==> config.mk <==
export PLATFORM = sky130hd
export DESIGN_NAME = fwd_hazard_unit
export DESIGN_NICKNAME = d
export VERILOG_FILES = /design/src/rtl/fwd_hazard_unit.sv
export SDC_FILE = /design/constraint.sdc
export NUM_CORES = 1
export LEC_CHECK = 0
export ABC_CLOCK_PERIOD_IN_PS = 2800
export CAP_MARGIN = 20
export CORE_ASPECT_RATIO = 1.25
export CORE_MARGIN = 1
export CORE_UTILIZATION = 48
export CTS_BUF_LIST = sky130_fd_sc_hd__clkbuf_4 sky130_fd_sc_hd__clkbuf_8
export CTS_CLUSTER_SIZE = 24
export DETAILED_ROUTE_END_ITERATION = 12
export PLACE_DENSITY = 0.81
export SYNTH_ARGS = -nofsm -noshare
export SYNTH_HDL_FRONTEND = slang
export SYNTH_SLANG_ARGS = --single-unit
==> constraint.sdc <==
create_clock -name i_clk -period 2.8 [get_ports i_clk]
set_clock_uncertainty 0.05 [all_clocks]
set_input_delay 0.56 -clock i_clk [delete_from_list [all_inputs] [get_ports i_clk]]
set_output_delay 0.56 -clock i_clk [all_outputs]
set_load 0.05 [all_outputs]
==> src/rtl/fwd_hazard_unit.sv <==
// Forwarding and load-use hazard controller for the 5-stage pipeline.
// Tracks producers in E and M and registers the execute-stage operand selects.
module fwd_hazard_unit #(
    parameter int NREG_BITS = 5,
    parameter int SEL_W     = 3
) (
    input  logic                 i_clk,
    input  logic                 i_nrst,
    input  logic [NREG_BITS-1:0] i_addr_Drs,
    input  logic [NREG_BITS-1:0] i_addr_Drt,
    input  logic [NREG_BITS-1:0] i_addr_Ddst,
    input  logic                 i_con_Dvalid,
    input  logic                 i_con_Dusers,
    input  logic                 i_con_Dusert,
    input  logic                 i_con_Dregwrite,
    input  logic                 i_con_Dmemread,
    input  logic                 i_con_freeze,
    output logic [SEL_W-1:0]     o_con_Efamux,
    output logic [SEL_W-1:0]     o_con_Efbmux,
    output logic                 o_con_stallF,
    output logic                 o_con_stallD,
    output logic                 o_con_flushE
);

    localparam logic [SEL_W-1:0] SEL_RF     = SEL_W'(0);
    localparam logic [SEL_W-1:0] SEL_FE_ALU = SEL_W'(1);
    localparam logic [SEL_W-1:0] SEL_FM_ALU = SEL_W'(2);
    localparam logic [SEL_W-1:0] SEL_FM_MEM = SEL_W'(3);

    // The register file writes through, so a producer in W is already visible
    // to D; only the E and M producers need tracking.
    logic [NREG_BITS-1:0] r_e_dst, r_m_dst;
    logic                 r_e_rw, r_e_mr, r_m_rw, r_m_mr;
    logic [SEL_W-1:0]     r_fa, r_fb;

    logic [NREG_BITS-1:0] w_src [2];
    logic [1:0]           w_use;
    logic [1:0]           w_load_use;
    logic [SEL_W-1:0]     w_code [2];
    logic                 w_hazard;
    logic                 w_stall;

    assign w_src[0] = i_addr_Drs;
    assign w_src[1] = i_addr_Drt;
    assign w_use    = {i_con_Dusert, i_con_Dusers};

    generate
        for (genvar gi = 0; gi < 2; gi++) begin : g_opnd
            logic w_hit_e, w_hit_m;
            assign w_hit_e = w_use[gi] & r_e_rw & (r_e_dst == w_src[gi]) & (w_src[gi] != '0);
            assign w_hit_m = w_use[gi] & r_m_rw & (r_m_dst == w_src[gi]) & (w_src[gi] != '0);
            // Nearest producer wins; a load in E cannot forward and forces a stall.
            assign w_load_use[gi] = w_hit_e & r_e_mr;
            assign w_code[gi] = w_hit_e ? (r_e_mr ? SEL_RF : SEL_FE_ALU)
                              : w_hit_m ? (r_m_mr ? SEL_FM_MEM : SEL_FM_ALU)
                              : SEL_RF;
        end
    endgenerate

    assign w_hazard = i_con_Dvalid & (|w_load_use);
    assign w_stall  = w_hazard & ~i_con_freeze;

    assign o_con_stallF = w_stall;
    assign o_con_stallD = w_stall;
    assign o_con_flushE = w_stall;
    assign o_con_Efamux = r_fa;
    assign o_con_Efbmux = r_fb;

    always_ff @(posedge i_clk or negedge i_nrst) begin
        if (!i_nrst) begin
            r_e_dst <= '0;
            r_e_rw  <= 1'b0;
            r_e_mr  <= 1'b0;
            r_m_dst <= '0;
            r_m_rw  <= 1'b0;
            r_m_mr  <= 1'b0;
            r_fa    <= SEL_RF;
            r_fb    <= SEL_RF;
        end else if (!i_con_freeze) begin
            r_m_dst <= r_e_dst;
            r_m_rw  <= r_e_rw;
            r_m_mr  <= r_e_mr;
            if (w_hazard) begin
                r_e_dst <= '0;
                r_e_rw  <= 1'b0;
                r_e_mr  <= 1'b0;
                r_fa    <= SEL_RF;
                r_fb    <= SEL_RF;
            end else begin
                r_e_dst <= i_addr_Ddst;
                r_e_rw  <= i_con_Dregwrite & i_con_Dvalid;
                r_e_mr  <= i_con_Dmemread & i_con_Dvalid;
                r_fa    <= i_con_Dvalid ? w_code[0] : SEL_RF;
                r_fb    <= i_con_Dvalid ? w_code[1] : SEL_RF;
            end
        end
    end

endmodule

==> impl_results.md <==
- Worst path required time: 2.19 ns
- Via Count: 1011
- Hold Fails Final Rpt: 0
- Max Slew Vio Count: 0
- Grt ovf: 0
- Final setup violating endpoints: 0
- Number of top-level pins: 32
- Cell with the most instances after synthesis: dfrtp_1
- Highest clock rate: 358 MHz
- Post-synth EDFFs: 0
- Most common cell on crit path: buf_12
- Slew headroom: 0.453
- Power Density: 384 nW/µm²
- Post-synth top area share: 0.416
- Clk pin slew, worst setup/hold paths: 0.10 ns
- Nets: 181
- Tightest Pin Transition: 0.818 ns
- Fin crit share: 0.998
- Layout cell share with drive strength beyond 1: 0.423
- H-tree levels: 1
- Root buf cell: clkbuf_4
- Outcome: completed
- Rows: 18
- Layout area overhead: 53.6%
- Synth area leader: dfrtp_1
- First-pass GRT wire length: 4560 µm
- DR DRC count: 0
- Antenna cells: 0
- Setup WS pre-CTS: -0.358 ns
- Vias in the first global route: 1018
- DRT iter0 DRCs: 9
- End-of-flow core utilization: 0.811
- Hold WC Path Type: reg -> reg
- CP startpoint kind: input port
- Setup CP Type: in -> out
- Critical path buffers and inverters: 3
- Syn Inst Count: 102
- Starting Density: 0.528
- Wire per inst: 16.3 µm
- Crit-path max FO: 4
- Worst-Skew Late Latency: 0.30 ns
- Dpl cells: 176
- Arrival time worst endpoint: 2.18 ns
- Post-DRT Antenna Nets: 0
- PortBufs: 29
- Period minus WS final: 2.79 ns
- Post-synth ARST share: 1.00
- Main area contributors after synthesis: dfrtp_1 (42%), xnor2_1 (13%), mux2_2 (6.2%)
- GP Congestion: 0.874
- Largest net degree at the start of global routing: 22
- Initial antenna violation count: 0
- Die Y: 55.1 µm
- Core box area: 2050 µm²
- Unique masters post-synth: 33
- Maximum capacitance violations: 0
- DP HPWL: 2210 µm
- CTS tree: built
- Die area: 2450 µm²
- Crit-path leading delay family: buffers and inverters
- Die X: 44.5 µm
- Top_reg_cell synth: dfrtp_1
- Clock sink count: 18
- Leak: 0.000729 µW
- WHS: 0.463 ns
- TritonCTS Buffers: 3
- Flops & latches, synth: 18
- Max incr delay on CP: 0.48 ns
- Synth Cell Area: 1080 µm²
- Non-Filler Instances: 186
- Mean Syn Cell Area: 10.6 µm²
- Max clock buf depth: 2
- All-Layer GR Usage: 0.270
- Final setup margin: 0.00517 ns
- Drt pass-1 iters: 4
- Synth cell count leaders: dfrtp_1 (18), xnor2_1 (16), nand2_1 (8)
- Slowest library cell on the worst path: clkdlybuf4s50_1
- Worst VDD drop: 0.297 mV
- Vias per cell: 5.44
- RSZ-0062 raised after global routing: true
- Ys Warns: 0
- Detailed Route WL: 3030 µm
- Sequential fraction of the synthesis area: 0.416
- Crit end category: output pin
- Cells along the critical path: clkdlybuf4s50_1, o21ai_2, or4_4, a211oi_4, buf_12, buf_12
## worst paths after layout
path / from / endpoint / slack [ns] / depth (start not counted)
hold reg to reg: r_m_rw / r_m_rw / 0.46 / 1
setup reg to reg: r_e_dst[3] / r_e_mr / 0.62 / 7
hold / removal: r_m_rw / r_m_rw / 0.46 / 1
max in group asynchronous: i_nrst / r_e_dst[4] / 1.46 / 1
min in group asynchronous: i_nrst / r_e_mr / 0.68 / 1
setup / recovery: i_con_Dusers / o_con_stallF / 0.005 / 6
## report_power, final
part	internal [µW]	leakage, µW	switching, µW
Combinational	110	0.000495	83.2
Sequential	285	0.000220	33.3
Clock	50.1	0.0000138	76.3
## timing repair
action,in CTS,in global routing
setup buffers,2,5
resized for setup,30,11
hold buffers,0,0
pin swaps,9,8
endpoints found under the setup margin,3,3
## layout by cell type, fill, tap and decap left out, drive strengths merged, types with 2 or more instances in the layout
cell type	Yosys	routed
a22o	2	2
a211oi	2	2
conb	1	2
xor2	4	4
mux2	6	6
nor4	3	3
or4	4	4
mux2i	5	5
buf	5	34
o21ai	5	5
xnor2	16	16
nor2	6	6
dfrtp	18	18
a22oi	2	2
dlygate4sd2	0	3
a32o	2	2
clkbuf	1	7
nor2b	2	2
clkdlybuf4s50	0	15
nand2	9	9
## per-stage QoR
stage | cell area [µm²] | total power, µW | TNS (ns)
2_1_floorplan | 1110 | 408 | -0.103
3_3_place_gp | 1590 | 484 | -0.836
3_5_place_dp | 1590 | 493 | -1.07
4_1_cts | 1630 | 622 | 0
5_1_grt | 1660 | 665 | -0.211
6_report | 1660 | 638 | 0
## final cells by class
class / count / area (µm²)
repair buffers: 56 / 492
inverters: 1 / 3.75
multi-input cells: 78 / 651
clock buffers: 3 / 22.5
flip-flops and latches: 18 / 457
fillers: 105 / 387
well taps: 30 / 37.5
## sequential cells by signal, indices dropped and copies added, names as in the netlist
signal,flops
r_e_dst,5
o_con_Efamux,2
r_e_mr,1
r_m_dst,5
o_con_Efbmux,2
r_m_rw,1
r_m_mr,1
r_e_rw,1
## routing by layer
layer / vias up / track usage / part of all wire
met4: 0 / 0.187 / 0.034
li1: 474 / - / -
met1: 490 / 0.284 / 0.38
met2: 39 / 0.485 / 0.54
met5: - / 0 / 0
met3: 8 / 0.0487 / 0.040
## logic make-up (layout without fill, tap and decap cells)
group           Yosys count  in the layout  share of synthesized area
flops                    18             18                      0.416
xor+xnor                 20             20                      0.162
compound gates           16             16                      0.125
mux                      11             11                      0.109
simple gates             29             29                      0.147
buf+inv                   7             60                     0.0381
other cells               1              2                    0.00346
Power figures use the tool's default switching activity.
